<file path="src/rtl/gate_seq.sv">
// gate_seq: walks the gate ROM one descriptor at a time, fetching the input
// labels through the label controller, routing AND gates through the
// garbled-table evaluator and storing each output label back.
module gate_seq #(
    parameter int ID_W    = 13,
    parameter int GADDR_W = 13,
    parameter int LABEL_W = 128
) (
    input  logic               clk,
    input  logic               rst,
    input  logic               start,
    input  logic [GADDR_W-1:0] num_gates,
    output logic               busy,
    output logic               run_done,
    output logic               error,
    output logic [GADDR_W-1:0] gate_addr,
    output logic               gate_rd_en,
    input  logic [40:0]        gate_rd_data,
    output logic [ID_W-1:0]    wire_id_read,
    output logic               id_1_strobe,
    output logic               id_2_strobe,
    output logic [1:0]         gate_type,
    output logic [ID_W-1:0]    wire_id_write,
    output logic               store_strobe,
    output logic [LABEL_W-1:0] label_in,
    input  logic               ctl_done,
    input  logic [LABEL_W-1:0] ctl_label,
    input  logic [1:0]         ctl_point,
    output logic               eval_start,
    output logic [LABEL_W-1:0] eval_label_in,
    output logic [1:0]         eval_point,
    input  logic               eval_done,
    input  logic [LABEL_W-1:0] eval_label
);

    localparam logic [1:0] T_AND = 2'd0;
    localparam logic [1:0] T_XOR = 2'd1;
    localparam logic [1:0] T_BUF = 2'd2;
    localparam logic [1:0] T_RSV = 2'd3;

    typedef enum logic [3:0] {
        S_IDLE, S_RD, S_LATCH, S_F1, S_W1, S_F2, S_W2,
        S_EV, S_WE, S_ST, S_WS, S_NEXT
    } state_t;

    state_t             r_state;
    logic [GADDR_W-1:0] r_idx;
    logic [GADDR_W-1:0] r_count;
    logic [ID_W-1:0]    r_in_b;
    logic [ID_W-1:0]    r_out_id;
    logic               r_busy, r_run_done, r_error, r_gate_rd_en;
    logic               r_id_1, r_id_2, r_store, r_eval_start;
    logic [GADDR_W-1:0] r_gate_addr;
    logic [ID_W-1:0]    r_wire_id_read, r_wire_id_write;
    logic [1:0]         r_gate_type, r_eval_point;
    logic [LABEL_W-1:0] r_label_in, r_eval_label_in;

    // Descriptor fields as presented by the ROM one cycle after the read.
    logic [1:0]         w_d_type;
    logic [ID_W-1:0]    w_d_in_a, w_d_in_b, w_d_out;
    logic [GADDR_W:0]   w_idx_inc;

    assign w_d_type  = gate_rd_data[40:39];
    assign w_d_in_a  = gate_rd_data[38:26];
    assign w_d_in_b  = gate_rd_data[25:13];
    assign w_d_out   = gate_rd_data[12:0];
    assign w_idx_inc = {1'b0, r_idx} + 1'b1;

    // Sequencer: every output is a register; pulses default low each cycle.
    always_ff @(posedge clk) begin
        if (rst) begin
            r_state         <= S_IDLE;
            r_idx           <= '0;
            r_count         <= '0;
            r_in_b          <= '0;
            r_out_id        <= '0;
            r_busy          <= 1'b0;
            r_run_done      <= 1'b0;
            r_error         <= 1'b0;
            r_gate_rd_en    <= 1'b0;
            r_id_1          <= 1'b0;
            r_id_2          <= 1'b0;
            r_store         <= 1'b0;
            r_eval_start    <= 1'b0;
            r_gate_addr     <= '0;
            r_wire_id_read  <= '0;
            r_wire_id_write <= '0;
            r_gate_type     <= '0;
            r_eval_point    <= '0;
            r_label_in      <= '0;
            r_eval_label_in <= '0;
        end else begin
            r_run_done   <= 1'b0;
            r_gate_rd_en <= 1'b0;
            r_id_1       <= 1'b0;
            r_id_2       <= 1'b0;
            r_store      <= 1'b0;
            r_eval_start <= 1'b0;
            case (r_state)
                S_IDLE: begin
                    if (start) begin
                        r_error <= 1'b0;
                        if (num_gates == '0) begin
                            r_run_done <= 1'b1;
                        end else begin
                            r_count      <= num_gates;
                            r_idx        <= '0;
                            r_busy       <= 1'b1;
                            r_gate_addr  <= '0;
                            r_gate_rd_en <= 1'b1;
                            r_state      <= S_RD;
                        end
                    end
                end
                S_RD: r_state <= S_LATCH;
                S_LATCH: begin
                    r_gate_type <= w_d_type;
                    r_in_b      <= w_d_in_b;
                    r_out_id    <= w_d_out;
                    if (w_d_type == T_RSV) begin
                        // Reserved type: flag it and move on without touching wires.
                        r_error <= 1'b1;
                        r_state <= S_NEXT;
                    end else begin
                        r_wire_id_read <= w_d_in_a;
                        r_id_1         <= 1'b1;
                        r_state        <= S_F1;
                    end
                end
                S_F1: r_state <= S_W1;
                S_W1: begin
                    if (ctl_done) begin
                        if (r_gate_type == T_BUF) begin
                            r_label_in      <= ctl_label;
                            r_wire_id_write <= r_out_id;
                            r_store         <= 1'b1;
                            r_state         <= S_ST;
                        end else begin
                            r_wire_id_read <= r_in_b;
                            r_id_2         <= 1'b1;
                            r_state        <= S_F2;
                        end
                    end
                end
                S_F2: r_state <= S_W2;
                S_W2: begin
                    if (ctl_done) begin
                        if (r_gate_type == T_XOR) begin
                            r_label_in      <= ctl_label;
                            r_wire_id_write <= r_out_id;
                            r_store         <= 1'b1;
                            r_state         <= S_ST;
                        end else begin
                            // AND: the combined label becomes the evaluator key.
                            r_eval_label_in <= ctl_label;
                            r_eval_point    <= ctl_point;
                            r_eval_start    <= 1'b1;
                            r_state         <= S_EV;
                        end
                    end
                end
                S_EV: r_state <= S_WE;
                S_WE: begin
                    if (eval_done) begin
                        r_label_in      <= eval_label;
                        r_wire_id_write <= r_out_id;
                        r_store         <= 1'b1;
                        r_state         <= S_ST;
                    end
                end
                S_ST: r_state <= S_WS;
                S_WS: begin
                    if (ctl_done) r_state <= S_NEXT;
                end
                S_NEXT: begin
                    r_idx <= w_idx_inc[GADDR_W-1:0];
                    if (w_idx_inc == {1'b0, r_count}) begin
                        r_run_done <= 1'b1;
                        r_busy     <= 1'b0;
                        r_state    <= S_IDLE;
                    end else begin
                        r_gate_addr  <= w_idx_inc[GADDR_W-1:0];
                        r_gate_rd_en <= 1'b1;
                        r_state      <= S_RD;
                    end
                end
                default: r_state <= S_IDLE;
            endcase
        end
    end

    assign busy          = r_busy;
    assign run_done      = r_run_done;
    assign error         = r_error;
    assign gate_addr     = r_gate_addr;
    assign gate_rd_en    = r_gate_rd_en;
    assign wire_id_read  = r_wire_id_read;
    assign id_1_strobe   = r_id_1;
    assign id_2_strobe   = r_id_2;
    assign gate_type     = r_gate_type;
    assign wire_id_write = r_wire_id_write;
    assign store_strobe  = r_store;
    assign label_in      = r_label_in;
    assign eval_start    = r_eval_start;
    assign eval_label_in = r_eval_label_in;
    assign eval_point    = r_eval_point;

endmodule

</file>
<file path="config.mk">
export PLATFORM = sky130hd
export DESIGN_NAME = gate_seq
export DESIGN_NICKNAME = d
export VERILOG_FILES = /design/src/rtl/gate_seq.sv
export SDC_FILE = /design/constraint.sdc
export NUM_CORES = 1
export LEC_CHECK = 0
export CORE_AREA = 4 4 241 243
export DETAILED_ROUTE_END_ITERATION = 8
export DIE_AREA = 0 0 245 247
export PLACE_DENSITY = 0.51
export SLEW_MARGIN = 30
export SYNTH_ARGS = -nofsm -noshare
export SYNTH_HDL_FRONTEND = slang
export SYNTH_SLANG_ARGS = --single-unit
</file>
<file path="constraint.sdc">
create_clock -name clk -period 2.74 [get_ports clk]
set_input_delay 0.411 -clock clk [delete_from_list [all_inputs] [get_ports clk]]
set_output_delay 0.411 -clock clk [all_outputs]
set_load 0.05 [all_outputs]
</file>
==> results by stage <==
Clock network:
- The buffer count from post-CTS setup fixing is 0.
- The total clock sinks is 363.
- The post-cts sizing count is 0.
- Hold repair after CTS inserted 0 buffers.
- The maximum root-to-sink buffer count is 3.
- The clock-pin slew reported for the worst setup and hold paths after clock tree synthesis is 50 ps.
- The CTS tree is yes.
- The number of buffers created by CTS is 44.
- CTS built an H-tree with a depth of 2.
- CTS placed an instance of clkbuf_16 at the clock tree root.
- The clock reaches the later pin of the worst-skew pair after roughly 560 ps.

Min path:
- The worst hold path startpoint is rst.
- The worst hold path passes through 2 cells.
- For hold timing, the worst endpoint is r_idx[3].
- The worst hold path belongs to the class in2reg.

Synthesis:
- The share of flip-flops with an asynchronous set or reset is 0%.
- The synthesized design spends more area on one cell type than any other, namely dfxtp_1.
- Each instance of the synthesized netlist takes up on average 8.70 sq um.
- The sequential share of the synthesized area is between 40 and 50%.
- Synthesis produced roughly 1700 cells.
- Of the post-synthesis cell area, the dominant cell type holds a little under 50%.
- The number of nets in the synthesized netlist is 2024.
- The most used flip-flop cell after synthesis is dfxtp_1.
- The area of the mapped netlist is 14800 sq um.
- For this run, the number of Yosys warnings is 0.
- The most common cell in the synthesized netlist is dfxtp_1.
- Sorting the synthesized cells by how often they occur yields 363 x dfxtp_1, 337 x nand2_1, 203 x nor2_1.
- After synthesis the netlist holds a flip-flop and latch count of 363.
- The number of different library cells in the post-synthesis netlist is 57.
- The number of flops mapped to enable cells by yosys is 0.
- In the post-synthesis netlist, the biggest area contributors are dfxtp_1 49%, mux2i_1 11%, nand2_1 8.5%, a211oi_1 7.3%, a21oi_1 6.1%.

Timing:
- Setup violations remaining at the end of the flow were counted as 0.
- For the pin with the worst max-slew slack, the measured transition is about 730 ps.
- The highest clock rate is 393 MHz.
- For the final database, setup skew stands at 19.6 ps.
- Setup repair after global routing left no endpoint under its margin.
- The worst slew slack as a fraction of its limit is 50.9%.
- The final critical path takes up approximately 93% of the cycle.
- The clock period could shrink to 2540 ps.
- The final hold violation count is 0.
- The max-slew violation count is 0.
- The summed negative setup slack over all endpoints is 0 ps.

Global routing:
- The busiest metal layer after global routing is met2.
- The global-route wire length before repair is approximately 93000 um.
- The total congestion overflow after global routing is 0.
- The maximum number of pins on one net before global-route repair is a little over 80.
- The number of antenna violations at the first check in global routing is 22.
- The number of global-route vias before repair is ~14000.
- In the global route stage, overall resource usage came out at between 20 and 25%.
- The routing usage on met2 is roughly a third.
- The met1 usage in global routing is between 20% and 30%.
- The global-route met3 utilization is 7.43%.

Route:
- The first detailed-routing pass took 5 iterations.
- Summed over all layers, the routed wires come to 65300 um.
- The routed via count is 14300.
- The via density per instance is approximately 4.7.
- The residual DRC count is 0.
- The detailed-route wire length per cell is 21.3 um.
- In this run the remaining antenna-violating nets after routing total 0.
- The first routing iteration left 784 violations.

Power:
- In this run the static leakage power is 7.64 nW.
- The power spent charging and discharging nets is 5.41 mW.
- The share of total power in combinational logic is between 20% and 30%.
- The switching part of the total power is 32.9%.
- IR analysis of the VDD net gives a maximum drop of 0.000550 V.
- Per report_power, the sequential group accounts for 36.8% of the total.
- In this run, the clock network consumes 35.2% of the power.
- Dividing total power by cell area gives a power density of 703 nW/um^2.
- The internal power is 11.0 mW.
- The total power is 16.4 mW.

Die:
- The height of the chip is between 200 and 250 um.
- The site row count is 87.
- From left edge to right edge, the die measures 245 um.
- The number of top-level pins is 624.
- The total die area is 60500 sq um.
- The core region is 56000 sq um.
- The effective utilization at floorplan is a little over a quarter.

Finish:
- The ratio of cells with drive above 1 in the final layout is 5.95%.
- In the final design database the tool counted 2591 nets.
- The utilization of the core after routing is 41.8%.
- Relative to the synthesized area, the layout overhead comes to 57.6%.

Setup path:
- The worst reg-to-reg path cell count is 9.
- The worst setup path is of the reg2reg kind.
- The startpoint identified for the worst register-to-register timing path is r_idx[1].
- In this run the worst path has a maximum fanout of 9.
- The kind of start point of the critical path is a flip-flop.
- The worst reg2reg path endpoint is gate_addr[12].
- The data required time at the worst endpoint is 3230 ps.
- The worst register-to-register path has a setup slack of slightly below 200 ps.
- The endpoint kind of the worst setup timing path is a flip-flop.
- For the worst setup path, the data arrival time is 3030 ps.

Outcome:
- The flow ran to the end, and the final reports show no timing, DRC or antenna violations.

Placement:
- Buffers placed on the I/O ports in this run total 623.
- Routability-driven placement finished with a final weighted congestion of 0.850.
- The final HPWL from detailed placement is 48500 um.

Flow run:
- The max-capacitance violation count is 0.
[worst max-delay path by stage]
stage,from,to,cells past startpoint
after floorplan,r_idx[0],gate_addr[2],8
after global placement,num_gates[3],gate_addr[2],8
after detailed placement,num_gates[3],gate_addr[5],8
after CTS,r_idx[1],gate_addr[12],9
after global routing,r_idx[1],gate_addr[3],9
final,r_idx[1],gate_addr[12],9
[registers in the layout, summed over array words and instances (netlist names), 2 cells and up]
signal and count:
eval_label_in 128, label_in 128, gate_addr 13, r_count 13
r_idx 13, r_in_b 13, r_out_id 13, wire_id_read 13
wire_id_write 13, r_state 4, eval_point 2, gate_type 2
[area by class of cell]
type,count,area (sq um)
Antenna cell,7,17.5
Inverter,4,15.0
Clock inverter,10,133
Sequential cell,363,7270
Timing Repair Buffer,666,6760
Multi-Input combinational cell,1194,6960
Tap cell,756,946
Clock buffer,67,1290
Fill cell,5645,32600
[layer usage]
layer	part of all wire, %	routed length (um)	vias up
met3	8.4	5480	122
met2	48	31600	466
met1	39	25800	6656
met5	0.32	206	-
met4	3.5	2250	30
li1	-	-	7044
[power groups by stage]
stage	clock [mW]	combinational [mW]	sequential, mW
floorplan	0	1.67	7.24
global placement	0	4.62	6.15
detailed placement	0	4.65	6.16
CTS	6.01	4.67	6.05
global route	6.19	4.91	6.10
finish	5.79	4.60	6.05
[cell usage in the layout, fill, tap and decap left out, types with 8 or more instances in the layout]
cell             instances
clkdlybuf4s50_1        622
nor4_1                   9
buf_4                   27
nand2_1                337
a21oi_1                181
o21ai_0                 19
xnor2_1                  8
clkbuf_8                 8
buf_12                  16
xor2_1                  11
mux2i_1                169
clkbuf_1                14
a211oi_1               144
nor2_1                 202
dfxtp_1                363
nand3_1                 21
clkbuf_16               45
[worst max-delay path, stage by stage (launching register included)]
cell       delay, ps
dfxtp_1          390
ha_1             290
xor2_1           180
a2111oi_4        320
nand4b_1         140
nor4_2           410
and4bb_4         380
buf_12           150
o21ai_0           70
a21oi_1          130
[kinds of logic after synthesis]
logic type / share of synthesized area [%]
AOI/OAI and AO/OA: 16.1
xor gates and xnor gates: 1.58
adders and majority gates: 0.0843
buffers and inverters: 4.39
muxes: 11.4
DFF: 49.0
and+or+nand+nor: 17.5
[stage by stage]
| stage | cell area, sq um | setup WS, ps | std cells | hold slack, ps |
|---|---|---|---|---|
| 2_1_floorplan | 14800 | 417 | 1706 | 436 |
| 3_3_place_gp | 21900 | 141 | 2983 | 442 |
| 4_1_cts | 23400 | 188 | 3060 | 240 |
| 6_report | 23400 | 197 | 3067 | 281 |
| 3_5_place_dp | 21900 | 160 | 2983 | 446 |
| 5_1_grt | 23400 | 37.7 | 3062 | 283 |
(Power assumes the default switching activity.)
